## src/rtl/cc_pkg.sv

```systemverilog
// Shared widths and bit positions of the 15-bit cc output vector.
package cc_pkg;
  localparam int CC_OUT_W = 15;

  localparam int A0_BIT = 14;
  localparam int F0_BIT = 13;
  localparam int G0_BIT = 12;
  localparam int I0_BIT = 11;
  localparam int J0_BIT = 10;
  localparam int K0_BIT = 9;
  localparam int L0_BIT = 8;
  localparam int M0_BIT = 7;
  localparam int N0_BIT = 6;
  localparam int O0_BIT = 5;
  localparam int P0_BIT = 4;
  localparam int W_BIT  = 3;
  localparam int X_BIT  = 2;
  localparam int Y_BIT  = 1;
  localparam int Z_BIT  = 0;

  typedef logic [CC_OUT_W-1:0] cc_out_t;
endpackage

```

## src/rtl/cc_fifo.sv

```systemverilog
// Generic circular FIFO: storage, wrap-around pointers and fill level.
// Latency: a push is visible at head_dat on the next cycle; no pass-through.
// Backpressure: none internally; the caller must only push when level < DEPTH or popping.
module cc_fifo
  import cc_pkg::*;
#(
  parameter int  DEPTH = 4,
  parameter int  W     = CC_OUT_W,
  localparam int PTR_W = $clog2(DEPTH),
  localparam int LVL_W = $clog2(DEPTH + 1)
) (
  input  logic             clk,
  input  logic             rst_n,
  input  logic             push,
  input  logic [W-1:0]     push_dat,
  input  logic             pop,
  output logic [W-1:0]     head_dat,
  output logic [LVL_W-1:0] level
);

  logic [W-1:0]     mem [DEPTH];
  logic [PTR_W-1:0] wr_ptr;
  logic [PTR_W-1:0] rd_ptr;

  // Storage carries no reset; stale entries are unreachable once level is cleared.
  always_ff @(posedge clk) begin
    if (push) mem[wr_ptr] <= push_dat;
  end

  // DEPTH is a power of two, so the pointers wrap by natural overflow.
  always_ff @(posedge clk or negedge rst_n) begin
    if (!rst_n) begin
      wr_ptr <= '0;
      rd_ptr <= '0;
      level  <= '0;
    end else begin
      if (push) wr_ptr <= wr_ptr + 1'b1;
      if (pop)  rd_ptr <= rd_ptr + 1'b1;
      case ({push, pop})
        2'b10:   level <= level + LVL_W'(1);
        2'b01:   level <= level - LVL_W'(1);
        default: level <= level;
      endcase
    end
  end

  assign head_dat = mem[rd_ptr];

endmodule

```

## src/rtl/cc_out_capture.sv

```systemverilog
// Captures cc output samples into a FIFO, filtering repeats and counting overflow drops.
// Latency: 1 cycle from accepted sample to out_data; no combinational pass-through.
// Backpressure: in_ready low when full and not popping; new samples then dropped and counted.
module cc_out_capture
  import cc_pkg::*;
#(
  parameter int  DEPTH     = 4,
  parameter int  FILTER_EN = 1,
  parameter int  CNT_W     = 8,
  localparam int LVL_W     = $clog2(DEPTH + 1)
) (
  input  logic                clk_pad,
  input  logic                rst_n_pad,
  input  logic                in_valid,
  input  logic [CC_OUT_W-1:0] in_data,
  output logic                in_ready,
  output logic                out_valid,
  output logic [CC_OUT_W-1:0] out_data,
  input  logic                out_ready,
  output logic [CNT_W-1:0]    drop_cnt,
  output logic [LVL_W-1:0]    level
);

  localparam logic [LVL_W-1:0] DEPTH_L = LVL_W'(DEPTH);

  cc_out_t last;
  logic    have_last;
  logic    is_new;
  logic    push;
  logic    pop;
  logic    drop;

  assign out_valid = (level != '0);
  assign pop       = out_valid && out_ready;
  assign in_ready  = (level < DEPTH_L) || pop;
  assign is_new    = (FILTER_EN == 0) || !have_last || (in_data != last);
  assign push      = in_valid && is_new && in_ready;
  assign drop      = in_valid && is_new && !in_ready;

  cc_fifo #(
    .DEPTH (DEPTH),
    .W     (CC_OUT_W)
  ) u_fifo (
    .clk      (clk_pad),
    .rst_n    (rst_n_pad),
    .push     (push),
    .push_dat (in_data),
    .pop      (pop),
    .head_dat (out_data),
    .level    (level)
  );

  // Only accepted samples update the filter reference; dropped ones leave it alone.
  always_ff @(posedge clk_pad or negedge rst_n_pad) begin
    if (!rst_n_pad) begin
      last      <= '0;
      have_last <= 1'b0;
      drop_cnt  <= '0;
    end else begin
      if (push) begin
        last      <= in_data;
        have_last <= 1'b1;
      end
      if (drop && (drop_cnt != '1)) drop_cnt <= drop_cnt + 1'b1;
    end
  end

endmodule

```

## config.mk

```make
export PLATFORM = sky130hd
export DESIGN_NAME = cc_out_capture
export DESIGN_NICKNAME = d
export VERILOG_FILES = /design/src/rtl/cc_pkg.sv /design/src/rtl/cc_fifo.sv /design/src/rtl/cc_out_capture.sv
export SDC_FILE = /design/constraint.sdc
export NUM_CORES = 1
export LEC_CHECK = 0
export BUFFER_PORTS_ARGS = -buffer_cell sky130_fd_sc_hd__buf_2
export CORE_MARGIN = 2
export CORE_UTILIZATION = 62
export DETAILED_ROUTE_END_ITERATION = 12
export PLACE_DENSITY_LB_ADDON = 0.12
export SLEW_MARGIN = 5
export SYNTH_ARGS = -nofsm -noshare
export SYNTH_HDL_FRONTEND = slang
export SYNTH_HIERARCHICAL = 1
export SYNTH_SLANG_ARGS = --single-unit
export TNS_END_PERCENT = 20
```

## constraint.sdc

```tcl
create_clock -name clk_pad -period 5.1 [get_ports clk_pad]
set_clock_uncertainty 0.15 [all_clocks]
set_input_delay 0.51 -clock clk_pad [delete_from_list [all_inputs] [get_ports clk_pad]]
set_output_delay 0.51 -clock clk_pad [all_outputs]
set_load 0.01 [all_outputs]
```

* Word level (Yosys, flattened, before mapping)
Memories as Yosys holds them, arrays and structs flattened.
Index checks and enable logic that the tools add are counted.
** Storage, ports and cells
- Word-level logic and storage cells :: 31
- Bits in registers :: 31
- Input bits :: 19
- Memories :: 1
- RAM bits :: 60
** Operators by class
- Reduce and logical (&&, ||, !) cells :: 11
- Magnitude comparators :: 1
- Eq/ne operators :: 4
- $add $sub $neg :: 5
- Mux-type cells :: 3
** Memories
- u_fifo.mem :: depth 4, width 15, rd ports 1, clocked after memory_dff 0, wr ports 1, line cc_fifo.sv:21 : logic [W-1:0] mem [DEPTH];
** Operators by type and width (count)
- $ne 15x15->1 :: 1
- $add 8x1->8 const B :: 1
- $ne 8x8->1 const B :: 1
- $pmux 3 s2 :: 1
- $logic_and 1x1->1 :: 5
- $add 2x1->2 const B :: 2
- $add 3x1->3 const B :: 1
- $lt 3x3->1 const B :: 1
- $reduce_bool 3->1 :: 1
- $sub 3x1->3 const B :: 1
- $eq 2x1->1 const B :: 1
- $eq 2x2->1 const B :: 1
- $logic_not 1->1 :: 2
- $logic_or 1x1->1 :: 2
- $mux 1 :: 2
- $reduce_bool 2->1 :: 1

* Longest topological paths before layout
Gate-level depths: netlist of the first run.
- Depth in word-level cells :: 6
- Mapped depth :: 11
- Mapped depth without buffers :: 10

* Modules after synthesis
The synthesis of the first run kept the hierarchy.
** By module, submodules not included
- cc_fifo :: cells an instance 110, times used 1, area each 2581.2 um2
- cc_out_capture :: cells an instance 93, times used 1, area each 1209.9 um2

* Least setup slack after synthesis of the first run
Ideal clock, no wire load.
- Path type :: input port to flip-flop
- Start point :: input port in_data[12]
- End point :: register u_fifo.level[1]
- Library setup time :: 0.125 ns
- Path slack :: 2.333 ns
- Arrival time :: 2.492 ns
- Cell stages on the path :: 9
- Cell sequence :: xnor2_1 nand4_1 nor4_4 nor2_2 buf_6 inv_1 ha_1 fa_1 mux2_2
** On the way
- Word-level cells in the longest chain between the ends :: 6
- Elaborated cells on any way between the ends :: 8
- Those cells by class :: eq/ne: 3; mux: 1; reduce/logical: 4
** Ends and longest elaborated chain
- start, declared :: line cc_out_capture.sv:15 : input logic [CC_OUT_W-1:0] in_data,
- $ne 15x15->1 (*) :: line cc_out_capture.sv:36 : assign is_new = (FILTER_EN == 0) || !have_last || (in_data != last);
- $logic_or 1x1->1 (*) :: line cc_out_capture.sv:36
- $logic_and 1x1->1 (*) (2 in series) :: line cc_out_capture.sv:37 : assign push = in_valid && is_new && in_ready;
- named net push :: line cc_out_capture.sv:29 : logic push;
- $eq 2x1->1 or $eq 2x2->1 (tied branches) :: line cc_fifo.sv:39 : case ({push, pop})
- $pmux 3 s2 or $reduce_bool 2->1 (tied branches)
- end signal, assigned :: line cc_fifo.sv:40 : 2'b10: level <= level + LVL_W'(1);
- end signal, assigned :: line cc_fifo.sv:41 : 2'b01: level <= level - LVL_W'(1);
- end signal, assigned :: line cc_fifo.sv:42 : default: level <= level;
- end, declared :: line cc_fifo.sv:18 : output logic [LVL_W-1:0] level
The timed path passes the listed nets; every way through them passes the cells marked *.
A chain may end at the register's enable or synchronous reset.

* Worst setup path after layout of the first run
- Start point :: register last[2]
- End point :: register u_fifo.level[1]
** On the way
- Word-level cells in the longest chain between the ends :: 6
- Elaborated cells on any way between the ends :: 8
- Those cells by class :: eq/ne: 3; mux: 1; reduce/logical: 4
** Ends and longest elaborated chain
- start, declared :: line cc_out_capture.sv:26 : cc_out_t last;
- start signal, assigned :: line cc_out_capture.sv:61 : last <= in_data;
- $ne 15x15->1 (*) :: line cc_out_capture.sv:36
- $logic_or 1x1->1 (*) :: line cc_out_capture.sv:36
- $logic_and 1x1->1 (*) (2 in series) :: line cc_out_capture.sv:37
- $eq 2x1->1 or $eq 2x2->1 (tied branches) :: line cc_fifo.sv:39
- $pmux 3 s2 or $reduce_bool 2->1 (tied branches)
Mark *: on every way between the ends. The rest lies on a longest branch, timed or not.

==> results of run 1 <==
[sequential cells by signal, indices dropped and copies added (netlist names)]
name           count
last              15
drop_cnt           8
u_fifo/level       3
u_fifo/wr_ptr      2
have_last          1
u_fifo/mem        60
u_fifo/rd_ptr      2
[cell type report]
type	instances	share of cell area [%]
clock buffers	9	2.92
clock inverters	7	1.03
inverters	3	0.266
multi-input cells	104	27.1
flip-flops and latches	91	60.8
well taps	75	2.21
repair buffers	47	5.61
[synthesized netlist by cell type (all sizes together) (2+ instances only)]
| master | instances |
|---|---|
| edfxtp | 60 |
| dfrtp | 31 |
| xnor2 | 18 |
| mux4 | 15 |
| xor2 | 9 |
| nand2 | 7 |
| nor3 | 3 |
| nor2 | 4 |
| nand4 | 4 |
| nand3 | 2 |
| nor3b | 2 |
| buf | 5 |
| inv | 3 |
| mux2 | 17 |
| and2 | 5 |
| ha | 6 |
[through the flow]
stage	instance area (um2)	power [uW]	util (%)	hold slack, ns
after detailed placement	4070	1740	68.7	0.306
after CTS	4240	2150	71.6	0.0700
after floorplan	3790	1540	-	0.0644
final	4240	2120	71.6	0.0566
after global routing	4240	2260	71.6	0.101
after global placement	4070	1720	68.7	0.306
[cells by family after synthesis]
family          after synthesis  synth area share, %
xor+xnor                     27                 6.24
buf+inv                       8                 1.68
mux                          32                 15.4
simple gates                 34                 5.38
compound gates                4                0.759
flops                        91                 68.0
fa+ha+maj                     7                 2.51
[worst max path at each step]
| stage | start | end | slack (ns) | depth (start not counted) |
|---|---|---|---|---|
| detailed placement | in_data[7] | u_fifo/level[1]$_DFFE_PN0P_ | 2.00 | 10 |
| global placement | in_data[7] | u_fifo/level[1]$_DFFE_PN0P_ | 2.06 | 10 |
| finish | last[2]$_DFFE_PN0P_ | u_fifo/level[1]$_DFFE_PN0P_ | 2.24 | 9 |
| CTS | u_fifo/rd_ptr[0]$_DFFE_PN0P_ | out_data[14] | 2.15 | 2 |
| global route | last[2]$_DFFE_PN0P_ | u_fifo/level[1]$_DFFE_PN0P_ | 2.05 | 9 |
| floorplan | in_data[12] | u_fifo/level[1]$_DFFE_PN0P_ | 2.33 | 9 |
[critical path, stage by stage, from the launching register on]
cell and delay, ns:
dfrtp_1 0.41, xnor2_1 0.19, nand4_1 0.17, nor4_4 0.56, nor2_2 0.04, buf_4 0.25, inv_1 0.10, ha_1 0.20
fa_1 0.41, mux2_2 0.27
[where the power goes]
| part | internal, uW | switching (uW) |
|---|---|---|
| clock network | 175 | 237 |
| registers | 957 | 144 |
| logic | 331 | 279 |
| total | 1460 | 659 |
[per-layer routing]
metal,vias up,wire (um),GRT usage [%]
met1,959,2680,28.7
li1,883,-,-
met2,52,2930,30.0
met4,0,48,6.17
met3,6,282,5.54
met5,-,0,0
==> metrics.md, run 1 <==
| Metric | Value |
|---|---|
| Status | finished clean |
| Clk pin slew, worst setup/hold paths | 0.08 ns |
| WP data required | just over 5 ns |
| Drt pass-1 iters | 4 |
| CTS resizes | 0 |
| Postcts setup bufs | 0 |
| Share of Yosys cell area claimed by the top area cell type | 47.5% |
| CP max FO | 24 |
| Largest net degree at the start of global routing | 32 |
| Root buffer cell | clkbuf_8 |
| Buffers on Ports | 46 |
| Distinct cells, synth | 33 |
| Commonest non-fill, non-tap cell in the layout | edfxtp_1 |
| Number of global-route vias before repair | 1763 |
| Antenna Nets Post-Route | 0 |
| Reg-to-reg endpoint | u_fifo/level[1]$_DFFE_PN0P_ |
| Main flop type after synthesis | edfxtp_1 |
| Cells after Synth | between 200 and 250 |
| Hold WC Path Type | in2async |
| Clock sink total | 91 |
| Seq/Total Area, Yosys | 68.0% |
| Critical path class | reg2reg |
| Total global-route track usage | 19.9% |
| H-Tree Depth | 3 |
| Slew @ Worst Pin | 0.982 ns |
| Period utilization | 56.1% |
| Area delta synth->final | 11.8% |
| Vias | 1900 |
| Max Root-Sink Buffers | 2 |
| Worst slack at placement | between 2 and 2.5 ns |
| # DRC | 0 |
| Synth Area per Inst | about 19 um2 |
| Global-route wire length before repair | ~9400 um |
| Max-capacitance violation count | 0 |
| Die X | between 80 and 90 um |
| Core Area | ~5900 um2 |
| Syn Nets | 229 |
| Inserted Clock Buffers | 9 |
| Global route overflow | 0 |
| Max VDD drop | about 0.34 mV |
| Worst slew margin | between 30 and 40% |
| Placed cells | between 300 and 400 |
| GPL Wtd Cong | between 0.7 and 0.8 |
| Final setup fails | 0 |
| Initial antenna violation count | 0 |
| Critical Path End Type | flop |
| Via/cell ratio | ~5.7 |
| Die Area | between 6000 and 7000 um2 |
| Multi-input logic area | 1150 um2 |
| DP HPWL | approximately 3700 um |
| Overall die height | 82.2 um |
| Drt total wl | slightly below 6000 um |
| Lkg Pwr | roughly 0.0017 uW |
| Fin cells | about 340 |
| EDFF count, synth | 60 |
| Routed wire per std cell | between 15 and 20 um |
| RSZ-0062 raised after global routing | no |
| Setup TNS Final | 0 ns |
| Initial DRC Count | 90 |
| Antenna cells | 0 |
| Storage element area | approximately 2600 um2 |
| Synth async-reset ratio | 34.1% |
| Most frequent cells in the layout | edfxtp_1 (60), buf_2 (46), dfrtp_1 (31), xnor2_1 (18) |
| Mapped Area | about 3800 um2 |
| Worst setup SP type | flop |
| Fill cells | between 300 and 400 |
| Seq cells post-synth | 91 |
| Max Fclk | 350 MHz |
| Leading area contributor after synthesis | edfxtp_1 |
| Layout cell share with drive strength beyond 1 | roughly a third |
| Pins Over Slew Limit | 0 |
| Power per Cell Area | around 500 nW/um2 |
| Top post-synthesis cells by area | edfxtp_1 (48%), dfrtp_1 (20%), mux4_1 (4.9%), mux4_2 (4.8%), xnor2_1 (4.2%) |
| Synth Warn # | 6 |
| # IOs | 47 |
| Reg2reg start | last[2]$_DFFE_PN0P_ |
| Fin crit period | about 2.9 ns |
| Crit path DAT | a little under 3 ns |
| Fin. Hold Viols | 0 |
| Nets@finish | 282 |
| Initial core utilization | around 64% |
| R2R cell count | 9 |
| CTS tree | built |
| Cts hold-fix bufs | 0 |
| Final worst-path setup slack | between 2 and 2.5 ns |
| Register-to-register setup slack | approximately 2.2 ns |
| Worst skew pair latency | around 0.34 ns |
| Row cnt | 28 |
No activity file was read; power rests on OpenSTA's default activity.
==> run 2: changes to the inputs <==
--- a/config.mk
+++ b/config.mk
@@ -7,7 +7,7 @@
 export LEC_CHECK = 0
 export BUFFER_PORTS_ARGS = -buffer_cell sky130_fd_sc_hd__buf_2
 export CORE_MARGIN = 2
-export CORE_UTILIZATION = 62
+export CORE_UTILIZATION = 52
 export DETAILED_ROUTE_END_ITERATION = 12
 export PLACE_DENSITY_LB_ADDON = 0.12
 export SLEW_MARGIN = 5
==> constraint.sdc (replaced) <==
create_clock -name clk_pad -period 2.4 [get_ports clk_pad]
set_clock_uncertainty 0.15 [all_clocks]
set_input_delay 0.24 -clock clk_pad [delete_from_list [all_inputs] [get_ports clk_pad]]
set_output_delay 0.24 -clock clk_pad [all_outputs]
set_load 0.01 [all_outputs]
==> run 2 against run 1 <==
Sequential cell count stayed put. Combinational power increased to 2.6 times the previous value. First-iteration DRC count is 6.7% higher. Sequential share of layout area down 5.3 points. Sequential power grew 100%. Clock power increased to 2.5 times the previous value. Utilization shrank 6.6 points. Routed wire length up 16%. Design area up 9.5%. Global-route usage about the same. Critical path depth down 1. Highest routed layer unchanged.
==> metrics.md, run 2 (synthesis gave the netlist of run 1 again) <==
| Metric | Value |
|---|---|
| Worst setup SP type | flop (unchanged) |
| Number of global-route vias before repair | 2079 (was 1763) |
| Most frequent cells in the layout | edfxtp_1 (60), buf_2 (46), dfrtp_1 (31), buf_4 (20), dlygate4sd3_1 (14) (was edfxtp_1 (60), buf_2 (46), dfrtp_1 (31), xnor2_1 (18)) |
| Lkg Pwr | 0.00186 uW (was 0.00166 uW) |
| Via/cell ratio | 5.14 (was 5.65) |
| Setup TNS Final | 0 ns (unchanged) |
| Fin crit period | 2.36 ns (was 2.86 ns) |
| Drt pass-1 iters | 4 (unchanged) |
| Clock sink total | 91 (unchanged) |
| Max VDD drop | 0.533 mV (was 0.345 mV) |
| Routed wire per std cell | 17.6 um (was 17.7 um) |
| Crit path DAT | 2.45 ns (was 2.94 ns) |
| Clk pin slew, worst setup/hold paths | 0.09 ns (was 0.08 ns) |
| Buffers on Ports | 46 (unchanged) |
| # IOs | 47 (unchanged) |
| Initial core utilization | 53.1% (was 64.0%) |
| RSZ-0062 raised after global routing | yes (was no) |
| Max-capacitance violation count | 0 (unchanged) |
| Critical path class | reg2reg (unchanged) |
| Power per Cell Area | 1050 nW/um2 (was 501 nW/um2) |
| Total global-route track usage | 20.0% (was 19.9%) |
| Die X | 89.4 um (was 82.2 um) |
| Top flop regs | u_fifo/mem x60, last x15, drop_cnt x8 (unchanged) |
| Tot Pwr | 4860 uW (was 2120 uW) |
| Worst skew pair latency | 0.36 ns (was 0.34 ns) |
| Max Root-Sink Buffers | 2 (unchanged) |
| GPL Wtd Cong | 0.736 (was 0.773) |
| Global route overflow | 0 (unchanged) |
| Overall die height | 89.4 um (was 82.2 um) |
| Die Area | 7990 um2 (was 6760 um2) |
| CTS tree | built (unchanged) |
| Row cnt | 31 (was 28) |
| Antenna Nets Post-Route | 0 (unchanged) |
| Hold Crit Depth | 2 |
| Global-route wire length before repair | 11200 um (was 9410 um) |
| Area delta synth->final | 22.4% (was 11.8%) |
| R2R cell count | 8 (was 9) |
| Initial DRC Count | 96 (was 90) |
| Commonest non-fill, non-tap cell in the layout | edfxtp_1 (unchanged) |
| Largest net degree at the start of global routing | 32 (unchanged) |
| Final core occ | 65.0% (was 71.6%) |
| Vias | 2021 (was 1900) |
| H-Tree Depth | 3 (unchanged) |
| Antenna cells | 0 (unchanged) |
| CP max FO | 2 (was 24) |
| Max Fclk | 424 MHz (was 350 MHz) |
| Inserted Clock Buffers | 9 (unchanged) |
| Core Area | 7140 um2 (was 5920 um2) |
| Largest register FFs | 60 (unchanged) |
| Pins Over Slew Limit | 0 (unchanged) |
| Slew @ Worst Pin | 0.739 ns (was 0.982 ns) |
| Root buffer cell | clkbuf_8 (unchanged) |
| Nets@finish | 315 (was 282) |
| Storage element area | 2580 um2 (unchanged) |
| Critical Path End Type | flop (unchanged) |
| Status | finished clean (unchanged) |
| Period utilization | 98.2% (was 56.1%) |
| Initial antenna violation count | 0 (unchanged) |
| Fill cells | 563 (was 386) |
| Hold_ws | 0.0179 ns (was 0.0566 ns) |
| Hold WC Path Type | in2reg (was in2async) |
| # DRC | 0 (unchanged) |
| Biggest register | u_fifo/mem (unchanged) |
| Final setup fails | 0 (unchanged) |
| Layout cell share with drive strength beyond 1 | 39.5% (was 34.5%) |
| DP HPWL | 4510 um (was 3720 um) |
| Drt total wl | 6920 um (was 5940 um) |
| Fin. Hold Viols | 0 (unchanged) |
| Multi-input logic area | 1200 um2 (was 1150 um2) |
| Worst slew margin | 50.7% (was 34.6%) |
| WP data required | 2.49 ns (was 5.18 ns) |
[run 2: cell count changes in the layout (fill, tap and decap cells not counted), sizes merged]
cell / before / now
bufinv: 0 / 1
clkinv: 5 / 1
clkinvlp: 1 / 2
inv: 4 / 5
dlygate4sd3: 0 / 14
clkbuf: 9 / 10
buf: 47 / 66
[run 2: area by class of cell]
| cell class | instances | area share, % |
|---|---|---|
| clock buffers | 10 | 2.75 |
| repair buffers | 80 | 11.2 |
| clock inverters | 6 | 1.54 |
| inverters | 3 | 0.297 |
| flip-flops and latches | 91 | 55.6 |
| multi-input cells | 104 | 26.0 |
| well taps | 99 | 2.67 |
[run 2: per-layer routing]
layer | share of wire, % | up-vias | wire, um | track usage, %
met5 | 0 | - | 0 | 0
met3 | 4.2 | 15 | 291 | 4.52
met2 | 49 | 53 | 3370 | 31.5
met4 | 2.6 | 0 | 182 | 8.82
li1 | - | 951 | - | -
met1 | 44 | 1002 | 3070 | 26.8
[run 2: metrics by stage]
step	cells	worst slack [ns]	area, um2
global route	393	-0.0544	4640
global placement	362	-0.0537	4260
CTS	392	0.000136	4610
floorplan	203	-0.168	3810
detailed placement	362	-0.0787	4260
finish	393	0.0435	4640
[run 2: critical path, cell delays in order (launching register included)]
cell     delay [ns]
dfrtp_1        0.42
xnor2_2        0.18
nand4_1        0.17
nor4_4         0.40
nor2_4         0.07
inv_4          0.06
ha_4           0.13
fa_1           0.40
mux2_2         0.26
[run 2: final timing paths]
check / start / endpoint / slack (ns)
max: last[5]$_DFFE_PN0P_ / u_fifo/level[1]$_DFFE_PN0P_ / 0.04
min reg2reg: have_last$_DFFE_PN0P_ / have_last$_DFFE_PN0P_ / 0.34
max reg2reg: last[5]$_DFFE_PN0P_ / u_fifo/level[1]$_DFFE_PN0P_ / 0.04
min: in_data[13] / last[13]$_DFFE_PN0P_ / 0.02
min in group asynchronous: rst_n_pad / u_fifo/level[2]$_DFFE_PN0P_ / 0.31
max in group asynchronous: rst_n_pad / last[9]$_DFFE_PN0P_ / 1.30
[run 2: power breakdown]
| part | leakage [uW] | switching, uW | internal [uW] | total, uW |
|---|---|---|---|---|
| registers | 0.000919 | 194 | 2030 | 2230 |
| clock network | 0.0000935 | 537 | 490 | 1030 |
| logic | 0.000843 | 770 | 840 | 1610 |
[run 2: repair_timing]
| action | in CTS | in global routing |
|---|---|---|
| pin swaps | 5 | 7 |
| hold endpoints to repair | 75 | 0 |
| endpoints found under the setup margin | 43 | 49 |
| hold buffers | 14 | 0 |
| resized for setup | 2 | 3 |
| buffers inserted | 0 | 1 |
==> run 3: changes to the inputs <==
--- a/config.mk
+++ b/config.mk
@@ -6,6 +6,7 @@
 export NUM_CORES = 1
 export LEC_CHECK = 0
 export BUFFER_PORTS_ARGS = -buffer_cell sky130_fd_sc_hd__buf_2
+export CORE_ASPECT_RATIO = 0.9
 export CORE_MARGIN = 2
 export CORE_UTILIZATION = 52
 export DETAILED_ROUTE_END_ITERATION = 12
==> run 3 against run 2 <==
Cell count shrank 2.3%. Clock-buffer cell count unchanged. Combinational power about the same. Register-to-register slack about the same. Largest cell class unchanged.
==> metrics.md, run 3 (synthesis gave the netlist of run 1 again) <==
| Metric | Value |
|---|---|
| Status | finished clean (unchanged) |
| Drt pass-1 iters | 4 (unchanged) |
| RSZ-0062 raised after global routing | yes (unchanged) |
| Clock share of power | 19.2% (was 21.1%) |
| Worst slew margin | 52.6% (was 50.7%) |
| Period utilization | 98.3% (was 98.2%) |
| Via/cell ratio | 5.12 (was 5.14) |
| Routed wire per std cell | 16.7 um (was 17.6 um) |
| Commonest non-fill, non-tap cell in the layout | edfxtp_1 (unchanged) |
| Clk pin slew, worst setup/hold paths | 0.09 ns (about the same) |
| Drt total wl | 6420 um (was 6920 um) |
| Fin crit period | 2.36 ns (about the same) |
| Antenna cells | 0 (unchanged) |
| Post-DP Area | 4270 um2 (was 4260 um2) |
| Max Root-Sink Buffers | 2 (unchanged) |
| Fill cells | 525 (was 563) |
| Initial DRC Count | 74 (was 96) |
| Number of global-route vias before repair | 2085 (was 2079) |
| Worst setup SP type | flop (unchanged) |
| Nets@finish | 312 (was 315) |
| Layout cell share with drive strength beyond 1 | 38.1% (was 39.5%) |
| Fin cells | 384 (was 393) |
| Most frequent cells in the layout | edfxtp_1 (60), buf_2 (44), dfrtp_1 (31), buf_4 (20), xnor2_1 (17) (was edfxtp_1 (60), buf_2 (46), dfrtp_1 (31), buf_4 (20), dlygate4sd3_1 (14)) |
| Max-capacitance violation count | 0 (unchanged) |
| Area delta synth->final | 20.7% (was 22.4%) |
| Vias | 1967 (was 2021) |
| Die Area | 7990 um2 (about the same) |
| Final worst-path setup slack | 0.0406 ns (was 0.0435 ns) |
| WP data required | 2.49 ns (about the same) |
| Critical Path End Type | flop (unchanged) |
| Final setup fails | 0 (unchanged) |
| Max VDD drop | 0.510 mV (was 0.533 mV) |
| Final instance area | 4570 um2 (was 4640 um2) |
| Biggest register | u_fifo/mem (unchanged) |
| Die X | 94.0 um (was 89.4 um) |
| Reg power frac | 46.3% (was 45.8%) |
| Worst skew pair latency | 0.34 ns (was 0.36 ns) |
| Critical path class | reg2reg (unchanged) |
| Placed cells | 357 (was 362) |
| Storage element area | 2580 um2 (unchanged) |
| Lkg Pwr | 0.00183 uW (was 0.00186 uW) |
| # DRC | 0 (unchanged) |
| Largest net degree at the start of global routing | 32 (unchanged) |
| Global-route wire length before repair | 10600 um (was 11200 um) |
| # IOs | 47 (unchanged) |
| Buffers on Ports | 46 (unchanged) |
| Crit path DAT | 2.44 ns (was 2.45 ns) |
| Top flop regs | u_fifo/mem x60, last x15, drop_cnt x8 (unchanged) |
| Max Fclk | 424 MHz (about the same) |
| Power per Cell Area | 1040 nW/um2 (was 1050 nW/um2) |
| Initial core utilization | 53.6% (was 53.1%) |
| NetSw | 1460 uW (was 1500 uW) |
| Inserted Clock Buffers | 9 (unchanged) |
| Fin. Hold Viols | 0 (unchanged) |
| Overall die height | 85.0 um (was 89.4 um) |
| Multi-input logic area | 1170 um2 (was 1200 um2) |
| H-Tree Depth | 3 (unchanged) |
| CP max FO | 2 (unchanged) |
| Net Sw Frac | 30.9% (about the same) |
| Int Pwr | 3280 uW (was 3360 uW) |
| Antenna Nets Post-Route | 0 (unchanged) |
| Global route overflow | 0 (unchanged) |
| Clock sink total | 91 (unchanged) |
| Initial antenna violation count | 0 (unchanged) |
| Worst slack at placement | 0.0523 ns (was -0.0787 ns) |
| Core Area | 7080 um2 (was 7140 um2) |
| Total global-route track usage | 17.9% (was 20.0%) |
| Combinational Power Share | 34.5% (was 33.1%) |
| CTS tree | built (unchanged) |
| Hold WC Path Type | in2reg (unchanged) |
| Largest register FFs | 60 (unchanged) |
| GPL Wtd Cong | 0.767 (was 0.736) |
| Slew @ Worst Pin | 0.711 ns (was 0.739 ns) |
| DP HPWL | 4420 um (was 4510 um) |
| Row cnt | 29 (was 31) |
| Root buffer cell | clkbuf_8 (unchanged) |
| Pins Over Slew Limit | 0 (unchanged) |
run 3: power by group through the flow:
| stage | registers (uW) | logic (uW) | clock network (uW) |
|---|---|---|---|
| finish | 2190 | 1640 | 908 |
| global route | 2240 | 1790 | 1010 |
| CTS | 2200 | 1660 | 945 |
| detailed placement | 2230 | 1640 | 0 |
| global placement | 2220 | 1630 | 0 |
| floorplan | 2240 | 1060 | 0 |
run 3: routing by layer:
| metal | vias up | wire, um | track usage (%) |
|---|---|---|---|
| met5 | - | 0 | 0 |
| met4 | 0 | 29 | 4.35 |
| met3 | 4 | 315 | 4.44 |
| met2 | 45 | 3170 | 28.3 |
| met1 | 975 | 2910 | 25.5 |
| li1 | 943 | - | - |
run 3: final cells by class:
cell class,count,area share (%)
clock inverters,6,1.07
inverters,3,0.301
multi-input cells,104,25.7
repair buffers,77,11.3
well taps,93,2.54
clock buffers,10,2.79
flip-flops and latches,91,56.3
run 3: path summary, 6_finish.rpt:
check | slack [ns] | from | endpoint | depth (start not counted)
hold / removal | 0.02 | in_data[5] | last[5]$_DFFE_PN0P_ | 2
hold reg to reg | 0.34 | have_last$_DFFE_PN0P_ | have_last$_DFFE_PN0P_ | 1
min in group asynchronous | 0.33 | rst_n_pad | u_fifo/level[0]$_DFFE_PN0P_ | 2
max in group asynchronous | 1.31 | rst_n_pad | last[13]$_DFFE_PN0P_ | 2
setup reg to reg | 0.04 | last[7]$_DFFE_PN0P_ | u_fifo/level[1]$_DFFE_PN0P_ | 8
setup / recovery | 0.04 | last[7]$_DFFE_PN0P_ | u_fifo/level[1]$_DFFE_PN0P_ | 8
run 3: repair_timing:
item / in CTS / in global routing
resized for setup: 0 / 3
setup endpoints to repair: 0 / 62
hold buffers: 12 / 0
buffers inserted: 0 / 1
endpoints found under the hold margin: 71 / 0
run 3: critical path: stages, from the launching register on:
cell and delay [ns]:
dfrtp_1 0.41, xnor2_1 0.17, nand4_1 0.23, nor4_4 0.38, nor2_4 0.07, inv_4 0.06, ha_4 0.13, fa_1 0.39
mux2_2 0.26
run 3: stage by stage:
stage                     hold slack [ns]  utilization, %  TNS (ns)  total power [uW]
after floorplan                    -0.206               -    -0.168              3300
final                              0.0189            64.7         0              4740
after global routing              0.00916            64.7    -0.899              5030
after global placement              0.199            60.3         0              3840
after CTS                        0.000659            64.5         0              4800
after detailed placement            0.187            60.3         0              3870
